## config.mk

```make
export PLATFORM = sky130hd
export DESIGN_NAME = mem_port_arbiter_flat
export DESIGN_NICKNAME = d
export VERILOG_FILES = /design/src/rtl/mem_port_arbiter_if.sv /design/src/rtl/mem_port_arbiter.sv /design/src/flat_wrapper.sv
export SDC_FILE = /design/constraint.sdc
export NUM_CORES = 1
export LEC_CHECK = 0
export ABC_CLOCK_PERIOD_IN_PS = 7300
export BUFFER_PORTS_ARGS = -buffer_cell sky130_fd_sc_hd__buf_2
export CORE_MARGIN = 1.5
export CORE_UTILIZATION = 50
export DETAILED_ROUTE_END_ITERATION = 6
export PLACE_DENSITY = 0.88
export SYNTH_ARGS = -nofsm -noshare
export SYNTH_HDL_FRONTEND = slang
export SYNTH_SLANG_ARGS = --single-unit
export TNS_END_PERCENT = 1
```

## constraint.sdc

```tcl
create_clock -name clk -period 7.3 [get_ports clk]
set_clock_uncertainty 0.15 [all_clocks]
set_input_delay 0.365 -clock clk [delete_from_list [all_inputs] [get_ports clk]]
set_output_delay 0.365 -clock clk [all_outputs]
set_load 0.01 [all_outputs]
```

## src/rtl/mem_port_arbiter_if.sv

```systemverilog
// mem_port_arbiter_if
//   Bundles the two requester ports (I fetch, D load/store), the shared memory
//   port and the busy flag of mem_port_arbiter.
//   Modports:
//     master : arbiter side (takes requests and memory responses, drives
//              grants, responses, memory strobes and busy)
//     slave  : environment side (requesters plus memory)
interface mem_port_arbiter_if #(
   parameter int ADDR_W = 32,
   parameter int DATA_W = 32
);
   // fetch requester
   logic              i_req;
   logic [ADDR_W-1:0] i_addr;
   logic              i_gnt;
   logic              i_valid;
   logic [DATA_W-1:0] i_rdata;
   logic              i_err;
   // data requester
   logic              d_req;
   logic              d_we;
   logic [ADDR_W-1:0] d_addr;
   logic [DATA_W-1:0] d_wdata;
   logic              d_gnt;
   logic              d_valid;
   logic [DATA_W-1:0] d_rdata;
   logic              d_err;
   // memory port
   logic              m_re;
   logic              m_we;
   logic [ADDR_W-1:0] m_addr;
   logic [DATA_W-1:0] m_wdata;
   logic              m_ack;
   logic [DATA_W-1:0] m_rdata;
   logic              m_err;
   // status
   logic              busy;

   modport master (
      input  i_req, i_addr,
      output i_gnt, i_valid, i_rdata, i_err,
      input  d_req, d_we, d_addr, d_wdata,
      output d_gnt, d_valid, d_rdata, d_err,
      output m_re, m_we, m_addr, m_wdata,
      input  m_ack, m_rdata, m_err,
      output busy
   );

   modport slave (
      output i_req, i_addr,
      input  i_gnt, i_valid, i_rdata, i_err,
      output d_req, d_we, d_addr, d_wdata,
      input  d_gnt, d_valid, d_rdata, d_err,
      input  m_re, m_we, m_addr, m_wdata,
      output m_ack, m_rdata, m_err,
      input  busy
   );
endinterface

```

## src/rtl/mem_port_arbiter.sv

```systemverilog
// mem_port_arbiter
//   Shares one single-ported memory between the fetch requester (I) and the
//   load/store requester (D). One transaction outstanding at a time:
//   IDLE latches the winning request, BUSY holds the memory strobe until
//   m_ack or timeout, RESP returns a one-cycle response to the owner.
//   Ports:
//     clk  : clock, rising edge
//     rst  : asynchronous active-high reset
//     bus  : mem_port_arbiter_if.master (requester, memory and busy signals)
//   Parameters: ADDR_W, DATA_W, D_PRIO (1: D wins ties, 0: round-robin),
//   TIMEOUT (BUSY cycles without m_ack before abort, >= 1).
module mem_port_arbiter #(
   parameter int ADDR_W  = 32,
   parameter int DATA_W  = 32,
   parameter int D_PRIO  = 1,
   parameter int TIMEOUT = 15
) (
   input  logic                 clk,
   input  logic                 rst,
   mem_port_arbiter_if.master   bus
);

   localparam int CNT_W = (TIMEOUT > 1) ? $clog2(TIMEOUT) : 1;
   localparam logic [CNT_W-1:0] TMO_LAST = CNT_W'(TIMEOUT - 1);

   typedef enum logic [1:0] {
      IDLE = 2'd0,
      BUSY = 2'd1,
      RESP = 2'd2
   } state_t;

   state_t            state_q, state_d;
   logic [CNT_W-1:0]  cnt_q;
   logic [ADDR_W-1:0] addr_q;
   logic [DATA_W-1:0] wdata_q;
   logic              we_q;
   logic              owner_d_q;   // 1: D owns the transaction, 0: I
   logic              last_d_q;    // 1: D was granted last (round-robin)
   logic              err_q;
   logic [DATA_W-1:0] i_rdata_q;
   logic [DATA_W-1:0] d_rdata_q;

   logic              pick_d;
   logic              take;
   logic              done;
   logic              tmo;
   logic              in_busy;
   logic              in_resp;

   // Winner selection; a lone requester always wins.
   always_comb begin
      pick_d = 1'b0;
      if (bus.d_req && !bus.i_req)
         pick_d = 1'b1;
      else if (bus.d_req && bus.i_req)
         pick_d = (D_PRIO != 0) ? 1'b1 : !last_d_q;
   end

   always_ff @(posedge clk or posedge rst) begin
      if (rst)
         state_q <= IDLE;
      else
         state_q <= state_d;
   end

   // Next state; ack beats a timeout expiring in the same cycle.
   always_comb begin
      state_d = state_q;
      take    = 1'b0;
      done    = 1'b0;
      tmo     = 1'b0;
      case (state_q)
         IDLE: begin
            if (bus.i_req || bus.d_req) begin
               take    = 1'b1;
               state_d = BUSY;
            end
         end
         BUSY: begin
            if (bus.m_ack) begin
               done    = 1'b1;
               state_d = RESP;
            end else if (cnt_q == TMO_LAST) begin
               tmo     = 1'b1;
               state_d = RESP;
            end
         end
         RESP:    state_d = IDLE;
         default: state_d = IDLE;
      endcase
   end

   always_ff @(posedge clk or posedge rst) begin
      if (rst) begin
         cnt_q     <= '0;
         addr_q    <= '0;
         wdata_q   <= '0;
         we_q      <= 1'b0;
         owner_d_q <= 1'b0;
         last_d_q  <= 1'b0;
         err_q     <= 1'b0;
         i_rdata_q <= '0;
         d_rdata_q <= '0;
      end else begin
         if (take) begin
            addr_q    <= pick_d ? bus.d_addr : bus.i_addr;
            wdata_q   <= pick_d ? bus.d_wdata : '0;
            we_q      <= pick_d & bus.d_we;
            owner_d_q <= pick_d;
            last_d_q  <= pick_d;
            cnt_q     <= '0;
            err_q     <= 1'b0;
         end
         if (state_q == BUSY && !done && !tmo)
            cnt_q <= cnt_q + 1'b1;
         if (done) begin
            err_q <= bus.m_err;
            if (!we_q) begin
               if (owner_d_q)
                  d_rdata_q <= bus.m_rdata;
               else
                  i_rdata_q <= bus.m_rdata;
            end
         end
         if (tmo)
            err_q <= 1'b1;
      end
   end

   // Outputs decode straight from state so reset drops strobes at once.
   // cnt_q is 0 only in the first BUSY cycle, which marks the grant pulse.
   assign in_busy = (state_q == BUSY);
   assign in_resp = (state_q == RESP);

   assign bus.m_re    = in_busy & ~we_q;
   assign bus.m_we    = in_busy &  we_q;
   assign bus.m_addr  = addr_q;
   assign bus.m_wdata = wdata_q;
   assign bus.busy    = in_busy | in_resp;

   assign bus.i_gnt   = in_busy & (cnt_q == '0) & ~owner_d_q;
   assign bus.d_gnt   = in_busy & (cnt_q == '0) &  owner_d_q;
   assign bus.i_valid = in_resp & ~owner_d_q;
   assign bus.d_valid = in_resp &  owner_d_q;
   assign bus.i_err   = in_resp & ~owner_d_q & err_q;
   assign bus.d_err   = in_resp &  owner_d_q & err_q;
   assign bus.i_rdata = i_rdata_q;
   assign bus.d_rdata = d_rdata_q;

endmodule

```

## src/flat_wrapper.sv

```systemverilog
// flat-port wrapper written by rule: the top's interface ports become plain ports
module mem_port_arbiter_flat 
#(
   parameter int ADDR_W  = 32,
   parameter int DATA_W  = 32,
   parameter int D_PRIO  = 1,
   parameter int TIMEOUT = 15
)
  (clk, rst, bus_i_req, bus_i_addr, bus_i_gnt, bus_i_valid, bus_i_rdata, bus_i_err, bus_d_req, bus_d_we, bus_d_addr, bus_d_wdata, bus_d_gnt, bus_d_valid, bus_d_rdata, bus_d_err, bus_m_re, bus_m_we, bus_m_addr, bus_m_wdata, bus_m_ack, bus_m_rdata, bus_m_err, bus_busy);
  mem_port_arbiter_if #(.ADDR_W(ADDR_W), .DATA_W(DATA_W)) bus_i ();
  input  logic clk;
  input  logic rst;
  input wire logic [$bits(bus_i.i_req)-1:0] bus_i_req;
  input wire logic [$bits(bus_i.i_addr)-1:0] bus_i_addr;
  output wire logic [$bits(bus_i.i_gnt)-1:0] bus_i_gnt;
  output wire logic [$bits(bus_i.i_valid)-1:0] bus_i_valid;
  output wire logic [$bits(bus_i.i_rdata)-1:0] bus_i_rdata;
  output wire logic [$bits(bus_i.i_err)-1:0] bus_i_err;
  input wire logic [$bits(bus_i.d_req)-1:0] bus_d_req;
  input wire logic [$bits(bus_i.d_we)-1:0] bus_d_we;
  input wire logic [$bits(bus_i.d_addr)-1:0] bus_d_addr;
  input wire logic [$bits(bus_i.d_wdata)-1:0] bus_d_wdata;
  output wire logic [$bits(bus_i.d_gnt)-1:0] bus_d_gnt;
  output wire logic [$bits(bus_i.d_valid)-1:0] bus_d_valid;
  output wire logic [$bits(bus_i.d_rdata)-1:0] bus_d_rdata;
  output wire logic [$bits(bus_i.d_err)-1:0] bus_d_err;
  output wire logic [$bits(bus_i.m_re)-1:0] bus_m_re;
  output wire logic [$bits(bus_i.m_we)-1:0] bus_m_we;
  output wire logic [$bits(bus_i.m_addr)-1:0] bus_m_addr;
  output wire logic [$bits(bus_i.m_wdata)-1:0] bus_m_wdata;
  input wire logic [$bits(bus_i.m_ack)-1:0] bus_m_ack;
  input wire logic [$bits(bus_i.m_rdata)-1:0] bus_m_rdata;
  input wire logic [$bits(bus_i.m_err)-1:0] bus_m_err;
  output wire logic [$bits(bus_i.busy)-1:0] bus_busy;
  assign bus_i.i_req = bus_i_req;
  assign bus_i.i_addr = bus_i_addr;
  assign bus_i_gnt = bus_i.i_gnt;
  assign bus_i_valid = bus_i.i_valid;
  assign bus_i_rdata = bus_i.i_rdata;
  assign bus_i_err = bus_i.i_err;
  assign bus_i.d_req = bus_d_req;
  assign bus_i.d_we = bus_d_we;
  assign bus_i.d_addr = bus_d_addr;
  assign bus_i.d_wdata = bus_d_wdata;
  assign bus_d_gnt = bus_i.d_gnt;
  assign bus_d_valid = bus_i.d_valid;
  assign bus_d_rdata = bus_i.d_rdata;
  assign bus_d_err = bus_i.d_err;
  assign bus_m_re = bus_i.m_re;
  assign bus_m_we = bus_i.m_we;
  assign bus_m_addr = bus_i.m_addr;
  assign bus_m_wdata = bus_i.m_wdata;
  assign bus_i.m_ack = bus_m_ack;
  assign bus_i.m_rdata = bus_m_rdata;
  assign bus_i.m_err = bus_m_err;
  assign bus_busy = bus_i.busy;
  mem_port_arbiter #(.ADDR_W(ADDR_W), .DATA_W(DATA_W), .D_PRIO(D_PRIO), .TIMEOUT(TIMEOUT)) u_core (.clk(clk), .rst(rst), .bus(bus_i));
endmodule
```

Word-level counts from Yosys, hierarchy flattened:

Index checks and enable logic that the tools add are counted.

* $add $sub $neg: 1
* shift-type cells: 0
* equal/unequal tests: 5
* muxes and demuxes: 20
* reduce and logical (&&, ||, !) cells: 15
* bitwise logic cells: 13
* order comparisons: 0
* divide/modulo/power cells: 0
* multipliers: 0

Operators by type and width (number)
* 32-bit two-way mux: 2
* 1-bit two-way mux: 12
* 1-bit AND: 10
* 4-bit two-way mux: 2
* 2-bit two-way mux: 3
* 3-bit AND reduction: 2
* 4-bit by 1-bit adder with 4-bit output (second input constant): 1
* 4-bit equality test (second input constant): 1
* 1-bit logical AND: 4
* 4-bit logical NOT: 1
* 2-bit case mux with 2 select lines: 1
* 1-bit logical NOT: 3
* 3-bit inequality test (second input constant): 1
* 3-bit nonzero test: 1
* 2-bit by 1-bit equality test with 1-bit output (second input constant): 1
* 2-bit equality test (second input constant): 1
* 2-bit logical NOT: 1
* 2-bit by 1-bit inequality test with 1-bit output (second input constant): 1
* 1-bit NOT: 2
* 2-bit AND reduction: 1
* 2-bit nonzero test: 1
* 1-bit logical OR: 1
* 1-bit OR: 1

* bits in writable memories: 0
* bits in read-only memories: 0
* flip-flop bits (word level): 137
* output and inout bits: 137
* input port bits: 135
* word-level logic and storage cells: 63
* memories kept: 0
* latch bits: 0

Longest topological paths before layout:

Gate-level depths: netlist of run 1.

* depth in word-level cells: 7
* depth in mapped cells: 8
* depth with buffers taken out: 5

Worst setup path before layout of run 1:

OpenSTA, ideal clock, no wires.

* kind: register to register
* start: reg u_core.state_q[1]
* end: reg u_core.i_rdata_q[0], in the netlist u_core.bus.i_rdata[0]
* library setup time: 0.125 ns
* slack: 5.385 ns
* data required time: 7.025 ns
* stages on the path, launching flop included: 7
* buffers on the path: 1
* clock period less this slack: 1.915 ns
* arrival time: 1.640 ns
* cell sequence: dfrtp_1 > inv_1 > ha_1 > nand2_1 > nor3_1 > buf_2 > mux2_2

* longest elaborated chain between the ends: 3

RTL lines
* from (decl): line mem_port_arbiter.sv:32 `state_t state_q, state_d;`
* from (signal assigned): line mem_port_arbiter.sv:63 `state_q <= state_d;`
* 2-bit by 1-bit equality test with 1-bit output: line mem_port_arbiter.sv:72 `case (state_q)`
* 1-bit two-way mux: line mem_port_arbiter.sv:72
* 3-bit AND reduction (no line)
* to (signal assigned): line mem_port_arbiter.sv:122 `i_rdata_q <= bus.m_rdata;`
* to (decl): line mem_port_arbiter.sv:40 `logic [DATA_W-1:0] i_rdata_q;`

Every way passes these cells.
A chain may end at the register's enable or synchronous reset.

Worst setup path after layout of run 1:

* start: reg u_core.state_q[1]
* end: reg u_core.addr_q[17], in the netlist u_core.bus.m_addr[17]

* longest elaborated chain between the ends: 2

RTL lines
* 2-bit logical NOT: line mem_port_arbiter.sv:72
* 1-bit two-way mux: line mem_port_arbiter.sv:72
* to (signal assigned): line mem_port_arbiter.sv:106 `addr_q <= pick_d ? bus.d_addr : bus.i_addr;`
* to (decl): line mem_port_arbiter.sv:34 `logic [ADDR_W-1:0] addr_q;`

Every way passes these cells.

==> impl_metrics.py, run 1 <==
metrics = {
    "worst_hold_path": {
        "hp-class": "in -> reg",
    },
    "floorplanning": {
        "start_util_pct": 51.86,
        "placeableCoreArea_um2": 10980,
        "die-area_um2": 12040,
        "rows": 38,
        "die_x_um": 109.7,
        "die-height_um": 109.7,
        "io-pin-count": 272,
    },
    "power_and_ir_drop": {
        "peakVddDrop_v": 0.0002798,
        "p_per_area_nw_per_um2": 464.5,
        "static-leakage-power_uw": 0.004245,
    },
    "place": {
        "place_area_um2": 7138,
        "place_hpwl_mm": 10.30,
        "dp_slack_ns": 4.559,
        "gp_congestion": 0.8165,
        "io_buffers": 271,
    },
    "global_route": {
        "grt-ovfl-total": 0,
        "grt_pass1_wl_mm": 21.68,
        "antenna_found_initial": 0,
        "grt_max_degree": 82,
        "track_usage_pct": 23.81,
        "grt_pass1_vias": 4566,
    },
    "setup_path": {
        "critPathBufInv": 3,
        "cp-start-kind": "register",
        "cp_top_family": "buffers and inverters",
        "path_common_cell": "buf_4",
        "cp_max_fo": 74,
        "cp.required_ns": 7.40,
        "worst_ep_arrival_time_ns": 2.47,
        "crit_slowest_cell": "buf_4",
        "endpoint_kind": "register",
        "slowest_delay_ns": 0.62,
        "path_class": "reg -> reg",
        "crit_path_cell_trace": "inv_1 > ha_1 > buf_4 > o21ai_4 > buf_4 > o21ai_0",
    },
    "synthesis": {
        "synth_seq_cells": 137,
        "synth_enable_flop_cells": 0,
        "ys.flop_type": "dfrtp_1",
        "yosys-mux-area-fraction_pct": 19.20,
        "synthXorXnorAreaFrac_pct": 0.1538,
        "async_reset_ff_share_pct": 100.0,
        "ys_seq_area_share_pct": 60.19,
        "synth-compound-area-share_pct": 3.866,
        "synth-simple-area-share_pct": 11.93,
        "synth_top_family_by_area": "multiplexers",
        "syn-num-nets": 620,
        "synth_warnings": 0,
        "synth_cell_type_count": 34,
        "syn_area_um2": 5695,
        "synth_cells": 478,
        "avgSynthCellArea_um2": 11.92,
        "synth_adder_area_share_pct": 1.538,
    },
    "detailed_routing": {
        "drt-vias-per-instance": 5.042,
        "firstDrtPassIters": 6,
        "drcViolationCount": 0,
        "num_vias": 4523,
        "drt_iter0_markers": 300,
        "antenna_left": 0,
        "post_drt_wl_per_cell_um": 15.94,
        "wirelength_mm": 14.30,
    },
    "sta": {
        "holdWs_ns": 0.03135,
        "report.final.slew_viol_count": 0,
        "maxSlewHeadroom_pct": 33.28,
        "post-route-period-util_pct": 32.53,
        "post-route-min-period_ns": 2.375,
        "finalSetupViolCount": 0,
        "rsz0062_at_grt": "false",
        "finalWorstSetupSlack_ns": 4.925,
        "fmax_mhz": 421.1,
        "tightest_slew_ns": 1.001,
        "finalHoldViolCount": 0,
        "fin_setup_tns_ns": 0,
    },
    "cells_and_area": {
        "finalNetCount": 886,
        "final_common_cell": "buf_2",
        "drive_gt1_share_pct": 50.20,
        "stdcell_area_um2": 7823,
        "mostFrequentLayoutCells": "271 x buf_2, 137 x dfrtp_1, 105 x nand2_1",
        "area_growth_pct": 37.35,
        "diodes": 0,
    },
    "clock_network": {
        "htree_levels": 4,
        "clkSinkCount": 137,
        "clk_pin_slew_ns": 0.06,
        "clk_latency_ns": 0.40,
        "cts_tree": "yes",
        "cts_buffers": 17,
        "clockRootBuffer": "clkbuf_16",
        "cts_max_path_buffers": 2,
        "cts_resized": 0,
    },
    "run_status": {
        "outcome": "finished clean",
    },
    "job": {
        "drv_cap": 0,
    },
}
## timing repair
action	CTS	global route
endpoints found under the hold margin	56	0
setup buffers	0	0
setup endpoints to repair	0	0
hold buffers	1	0
## logic make-up after synthesis
group,Yosys count
XOR/XNOR,1
AO/OA/AOI/OAI,41
buffers and inverters,37
AND/OR/NAND/NOR,157
adder cells (fa/ha/maj),7
multiplexers,98
flip-flops,137
## stage by stage
step	instances	utilization, %	power, uW
CTS	897	71.22	3678
global placement	864	64.99	2602
finish	897	71.22	3633
floorplan	478	-	2097
detailed placement	864	64.99	2684
global route	897	71.22	3877
## layer usage
metal	wire length (um)	share of wire, %	GRT usage, %
met4	204	1.4	10.58
met2	7759	54	44.14
met1	5221	37	25.23
met3	1110	7.8	6.106
met5	0	0	0
## final timing paths
path	end	cells after the start	slack [ns]	start
worst max-delay path	u_core.bus.m_addr[17]	6	4.93	u_core.state_q[1]
worst min-delay path	u_core.bus.m_wdata[22]	3	0.03	bus_d_wdata[22]
worst max register to register	u_core.bus.m_addr[17]	6	4.93	u_core.state_q[1]
worst min register to register	u_core.bus.m_wdata[1]	2	0.31	u_core.bus.m_wdata[1]
max in group asynchronous	u_core.cnt_q[1]	4	5.17	rst
min in group asynchronous	u_core.bus.i_rdata[18]	3	0.43	rst
## Yosys cell counts, types with 2 or more instances
cell	n	area [um^2]
ha_1	7	87.58
nor2_1	5	18.77
buf_2	7	35.03
nand2_1	105	394.1
clkbuf_1	16	60.06
mux2i_1	32	320.3
buf_6	4	45.04
buf_1	4	15.01
dfrtp_1	137	3428
inv_1	5	18.77
nand3_1	35	175.2
a21oi_1	2	10.01
mux2_2	58	653.1
mux2_4	8	120.1
o21ai_0	33	165.2
and2_1	2	12.51
## final cells by class
cell class              count  area [um^2]
clock inverters            14        245.2
multi-input cells         304         2106
fillers                   755         3161
inverters                   6        27.53
repair buffers            278         1411
well taps                 140        175.2
flip-flops and latches    137         3428
clock buffers              18        429.2
## worst register-to-register path, delay by kind of cell, from the launching register on
family | cells | cell delay (ns)
adders and majority gates | 1 | 0.18
buffers and inverters | 3 | 0.96
AOI/OAI and AO/OA | 2 | 0.54
DFF | 1 | 0.38
## report_power, final
part / switching (uW) / internal, uW / total [uW]
Combinational: 713 / 591 / 1300
Sequential: 221 / 1140 / 1360
Clock: 325 / 644 / 969
Total: 1260 / 2370 / 3630
## flip-flops by register name, summed over array words and instances (netlist names)
register            count
u_core.bus.m_addr      32
u_core.we_q             1
u_core.err_q            1
u_core.bus.i_rdata     32
u_core.bus.m_wdata     32
u_core.cnt_q            4
u_core.owner_d_q        1
u_core.bus.d_rdata     32
u_core.state_q          2
Note: power is estimated with default switching activity, not from simulation.
==> run 2, diff against run 1 <==
--- a/config.mk
+++ b/config.mk
@@ -5,12 +5,12 @@
 export SDC_FILE = /design/constraint.sdc
 export NUM_CORES = 1
 export LEC_CHECK = 0
-export ABC_CLOCK_PERIOD_IN_PS = 7300
+export ABC_CLOCK_PERIOD_IN_PS = 2300
 export BUFFER_PORTS_ARGS = -buffer_cell sky130_fd_sc_hd__buf_2
 export CORE_MARGIN = 1.5
-export CORE_UTILIZATION = 50
+export CORE_UTILIZATION = 46
 export DETAILED_ROUTE_END_ITERATION = 6
-export PLACE_DENSITY = 0.88
+export PLACE_DENSITY = 0.83
 export SYNTH_ARGS = -nofsm -noshare
 export SYNTH_HDL_FRONTEND = slang
 export SYNTH_SLANG_ARGS = --single-unit
==> constraint.sdc (replaced) <==
create_clock -name clk -period 2.3 [get_ports clk]
set_clock_uncertainty 0.15 [all_clocks]
set_input_delay 0.115 -clock clk [delete_from_list [all_inputs] [get_ports clk]]
set_output_delay 0.115 -clock clk [all_outputs]
set_load 0.01 [all_outputs]
==> run 2 against run 1 <==
Wire length is 36% higher. Sequential share of layout area is 6.3 points lower. Register-to-register slack worse by 4.7 ns. Non-clock buffer count is 139 higher. Final area is 17% higher. Final cell count is 19% higher. Worst hold slack better by 0.051 ns. Count of clock-buffer cells in the layout is 4 higher. Sequential power grew to 3.2 times the previous value. Global-route usage is 6.3 points higher. Worst setup slack worse by 4.8 ns. Combinational power grew to 3.6 times the previous value. Largest cell class unchanged.
==> impl_metrics.py, run 2 (synthesis results as in run 1) <==
metrics = {
    "run_status": {
        "outcome": "finished clean",
    },
    "clock_network": {
        "clk_pin_slew_ns": 0.06,
        "clkSinkCount": 137,
        "clk_latency_ns": 0.41,
        "cts_max_path_buffers": 2,
        "clockRootBuffer": "clkbuf_16",
        "cts_tree": "yes",
        "cts_buffers": 17,
        "htree_levels": 4,
    },
    "floorplanning": {
        "start_util_pct": 47.22,
        "die-height_um": 114.3,
        "die-area_um2": 13060,
        "placeableCoreArea_um2": 12060,
        "io-pin-count": 272,
        "die_x_um": 114.3,
        "rows": 40,
    },
    "sta": {
        "report.final.slew_viol_count": 0,
        "finalSetupViolCount": 0,
        "fmax_mhz": 459.8,
        "finalHoldViolCount": 0,
        "post-route-min-period_ns": 2.175,
        "finalWorstSetupSlack_ns": 0.1250,
        "maxSlewHeadroom_pct": 67.00,
        "fin_setup_tns_ns": 0,
        "post-route-period-util_pct": 94.56,
        "tightest_slew_ns": 0.4950,
        "rsz0062_at_grt": "false",
    },
    "setup_path": {
        "path_class": "in -> reg",
        "cp_max_fo": 44,
        "cp.required_ns": 2.40,
        "cp-start-kind": "input port",
        "endpoint_kind": "register",
        "worst_ep_arrival_time_ns": 2.28,
    },
    "cells_and_area": {
        "finalNetCount": 1025,
        "drive_gt1_share_pct": 42.51,
        "utilization_pct": 75.81,
        "stdcell_area_um2": 9144,
        "fillers": 667,
        "final_common_cell": "buf_2",
        "area_growth_pct": 60.54,
        "mostFrequentLayoutCells": "271 x buf_2, 137 x dfrtp_1, 135 x dlygate4sd3_1",
    },
    "detailed_routing": {
        "post_drt_wl_per_cell_um": 18.24,
        "num_vias": 5482,
        "drcViolationCount": 0,
        "firstDrtPassIters": 5,
        "drt_iter0_markers": 499,
        "antenna_left": 0,
        "wirelength_mm": 19.39,
        "drt-vias-per-instance": 5.157,
    },
    "place": {
        "place_hpwl_mm": 10.73,
        "gp_congestion": 0.7742,
        "io_buffers": 271,
        "dp_slack_ns": 0.3118,
        "place_area_um2": 7234,
    },
    "worst_hold_path": {
        "hp-class": "in -> async",
    },
    "global_route": {
        "grt-ovfl-total": 0,
        "grt_max_degree": 78,
        "grt_pass1_wl_mm": 29.50,
        "grt_pass1_vias": 5691,
        "antenna_found_initial": 1,
        "track_usage_pct": 30.11,
    },
    "power_and_ir_drop": {
        "p_per_area_nw_per_um2": 1272,
        "peakVddDrop_v": 0.0005679,
        "p_total_uw": 11630,
        "static-leakage-power_uw": 0.004780,
    },
    "job": {
        "drv_cap": 0,
    },
}
==> run 2: power breakdown <==
| part | switching, uW | total [uW] | internal, uW | leakage, uW |
|---|---|---|---|---|
| Combinational | 2560 | 4650 | 2090 | 0.00282 |
| Clock | 986 | 2590 | 1610 | 0.000274 |
| Sequential | 761 | 4380 | 3620 | 0.00169 |
| Total | 4310 | 11600 | 7320 | 0.00478 |
==> run 2: path summary, 6_finish.rpt <==
| kind | startpoint | endpoint | slack, ns | cells after the start |
|---|---|---|---|---|
| max reg2reg | u_core.state_q[0] | u_core.we_q | 0.20 | 6 |
| max | bus_d_req | u_core.bus.m_addr[31] | 0.13 | 6 |
| min in group clk | u_core.bus.m_wdata[4] | u_core.bus.m_wdata[4] | 0.31 | 2 |
| min | rst | u_core.bus.m_wdata[2] | 0.08 | 3 |
| max in group asynchronous | rst | u_core.bus.m_addr[19] | 1.21 | 4 |
| min reg2reg | u_core.bus.m_wdata[4] | u_core.bus.m_wdata[4] | 0.31 | 2 |
==> run 2: through the flow <==
stage                     std cells  hold slack, ns
final                          1063         0.08213
after global routing           1063         0.08092
after CTS                      1062         0.06956
after detailed placement        897        -0.03921
after global placement          897        -0.04375
after floorplan                 478         0.09769
==> run 2: routing by layer <==
metal / part of all wire (%) / track usage [%] / up-vias
li1: - / - / 2422
met1: 36 / 32.48 / 2657
met2: 52 / 53.21 / 331
met3: 7.8 / 8.417 / 72
met4: 4.1 / 17.08 / 0
met5: 0 / 0 / -
==> run 2: worst max-delay path: stages <==
cell	delay, ns
dlygate4sd3_1	0.52
buf_2	0.21
buf_6	0.37
mux2i_1	0.31
dlygate4sd3_1	0.61
o21ai_0	0.11
==> run 2: area by class of cell <==
class	count	area [um^2]	area share, %
Antenna cell	1	2.502	0.02737
Clock buffer	22	454.2	4.967
Clock inverter	8	97.59	1.067
Inverter	6	26.28	0.2874
Multi-Input combinational cell	304	2106	23.03
Sequential cell	137	3428	37.49
Tap cell	168	210.2	2.299
Timing Repair Buffer	417	2819	30.83
==> run 2: repair_timing <==
item	in CTS	in global routing
setup buffers	0	0
hold buffers	135	0
gates resized for setup	0	1
hold endpoints to repair	271	0
setup endpoints to repair	0	1
==> run 3, diff against run 2 <==
--- a/config.mk
+++ b/config.mk
@@ -5,12 +5,12 @@
 export SDC_FILE = /design/constraint.sdc
 export NUM_CORES = 1
 export LEC_CHECK = 0
-export ABC_CLOCK_PERIOD_IN_PS = 2300
-export BUFFER_PORTS_ARGS = -buffer_cell sky130_fd_sc_hd__buf_2
+export ABC_CLOCK_PERIOD_IN_PS = 2700
+export BUFFER_PORTS_ARGS = -buffer_cell sky130_fd_sc_hd__buf_4
 export CORE_MARGIN = 1.5
-export CORE_UTILIZATION = 46
+export CORE_UTILIZATION = 44
 export DETAILED_ROUTE_END_ITERATION = 6
-export PLACE_DENSITY = 0.83
+export PLACE_DENSITY = 0.8
 export SYNTH_ARGS = -nofsm -noshare
 export SYNTH_HDL_FRONTEND = slang
 export SYNTH_SLANG_ARGS = --single-unit
==> constraint.sdc (replaced) <==
create_clock -name clk -period 2.7 [get_ports clk]
set_clock_uncertainty 0.15 [all_clocks]
set_input_delay 0.135 -clock clk [delete_from_list [all_inputs] [get_ports clk]]
set_output_delay 0.135 -clock clk [all_outputs]
set_load 0.01 [all_outputs]
==> run 3 against run 2 <==
First-iteration DRC count shrank 27%. Worst setup slack gained 0.29 ns. Critical path type is now reg -> reg. Critical endpoint is now u_core.bus.d_rdata[20]. Total power shrank 8.2%. Flip-flop and latch count is the same. Wire length grew 3.4%. Sequential share of layout area shrank 2.6 points. Largest cell class is now buffers. Utilization grew 2.0 points.
==> impl_metrics.py, run 3 (synthesis results as in run 1) <==
metrics = {
    "run_status": {
        "outcome": "finished clean",
    },
    "floorplanning": {
        "placeableCoreArea_um2": 12620,
        "io-pin-count": 272,
        "die-area_um2": 13640,
        "rows": 41,
        "die-height_um": 116.8,
        "start_util_pct": 45.13,
        "die_x_um": 116.8,
    },
    "global_route": {
        "grt_max_degree": 138,
        "groute.layer.met3.usage_pct": 7.827,
        "use_met1_pct": 32.97,
        "track_usage_pct": 29.53,
        "antenna_found_initial": 0,
        "grt.busiest_layer": "met2",
        "grt_pass1_wl_mm": 30.27,
        "grt-ovfl-total": 0,
        "gr-usage-met2_pct": 51.31,
        "grt_pass1_vias": 5794,
    },
    "detailed_routing": {
        "drt_iter0_markers": 364,
        "drcViolationCount": 0,
        "drt-vias-per-instance": 5.179,
        "antenna_left": 0,
        "wirelength_mm": 20.06,
        "post_drt_wl_per_cell_um": 18.88,
        "firstDrtPassIters": 5,
        "num_vias": 5500,
    },
    "place": {
        "place_area_um2": 7880,
        "place_hpwl_mm": 11.08,
        "gp_congestion": 0.7412,
        "placed_cells": 896,
        "io_buffers": 271,
    },
    "sta": {
        "post-route-period-util_pct": 84.55,
        "fmax_mhz": 438.1,
        "report.final.slew_viol_count": 0,
        "finalHoldViolCount": 0,
        "finalSetupViolCount": 0,
        "fin_setup_tns_ns": 0,
        "tightest_slew_ns": 0.7945,
        "rsz0062_at_grt": "false",
        "maxSlewHeadroom_pct": 46.83,
        "post-route-min-period_ns": 2.283,
    },
    "worst_hold_path": {
        "hold_depth": 3,
        "hp-class": "in -> reg",
    },
    "setup_path": {
        "cp_max_fo": 32,
        "path_class": "reg -> reg",
        "r2r_cells": 6,
        "worst_ep_arrival_time_ns": 2.42,
        "endpoint_kind": "register",
        "cp-start-kind": "register",
        "ff2ff_setup_slack_ns": 0.42,
        "cp.required_ns": 2.84,
    },
    "clock_network": {
        "cts_tree": "yes",
        "clkSinkCount": 137,
        "htree_levels": 4,
        "clk_latency_ns": 0.41,
        "post_cts_buffers": 0,
        "clockRootBuffer": "clkbuf_16",
        "ctsHoldBuffers": 134,
        "cts_resized": 0,
        "cts_max_path_buffers": 2,
        "cts_buffers": 17,
        "clk_pin_slew_ns": 0.06,
    },
    "job": {
        "drv_cap": 0,
    },
    "power_and_ir_drop": {
        "p_switching_uw": 3760,
        "static-leakage-power_uw": 0.004970,
        "combPwrFrac_pct": 42.6,
        "p_clk_share_pct": 22.1,
        "peakVddDrop_v": 0.0005093,
        "p_total_uw": 10670,
        "swShare_pct": 35.25,
        "p_per_area_nw_per_um2": 1087,
        "share_seq_of_total_power_pct": 35.3,
        "intPower_uw": 6909,
    },
    "cells_and_area": {
        "seqCellArea_um2": 3428,
        "fillers": 703,
        "mostFrequentLayoutCells": "275 x buf_4, 137 x dfrtp_1, 134 x dlygate4sd3_1",
        "finalNetCount": 1019,
        "area_growth_pct": 72.34,
        "utilization_pct": 77.78,
        "stdcell_area_um2": 9816,
        "drive_gt1_share_pct": 42.58,
        "multi_input_area_um2": 2106,
        "fin_cells": 1062,
        "diodes": 0,
        "final_common_cell": "buf_4",
    },
}
run 3: power by group through the flow:
stage                     Sequential, uW  Clock, uW  Combinational, uW
after floorplan                     4080          0               1590
after global placement              3670          0               4090
after detailed placement            3730          0               4240
after CTS                           3710       2360               4420
after global routing                3870       2500               4920
final                               3770       2360               4540
run 3: layer usage:
layer / vias up / wire [um] / share of wire (%)
met4: 0 / 1049 / 5.2
li1: 2414 / - / -
met5: - / 0 / 0
met3: 82 / 1636 / 8.2
met2: 336 / 10020 / 50
met1: 2668 / 7347 / 37
run 3: final timing paths:
kind,to,from
worst max-delay path,u_core.bus.d_rdata[20],u_core.state_q[1]
worst min-delay path,u_core.owner_d_q,bus_d_req
worst max register to register,u_core.bus.d_rdata[20],u_core.state_q[1]
worst min register to register,u_core.bus.m_wdata[4],u_core.bus.m_wdata[4]
max in group asynchronous,u_core.bus.i_rdata[5],rst
min in group asynchronous,u_core.bus.d_rdata[23],rst
run 3: stage by stage:
step | hold slack, ns | setup WS, ns
after detailed placement | 0.2116 | 0.4301
after CTS | 0.006109 | 0.4207
after global routing | 0.04279 | 0.2673
final | 0.04141 | 0.4173
after global placement | 0.2054 | 0.5260
after floorplan | 0.1177 | 0.7079
run 3: cell type report:
class	count	share of cell area, %
timing repair buffer	411	35.11
sequential	137	34.93
multi-input combinational	304	21.45
clock buffer	20	4.551
tap	172	2.192
clock inverter	12	1.504
inverter	6	0.2677
run 3: worst max-delay path: stages (launching register included):
cell     delay (ns)
dfrtp_1        0.39
inv_1          0.11
ha_1           0.38
nand2_1        0.15
or3_1          0.32
buf_4          0.28
mux2_4         0.36
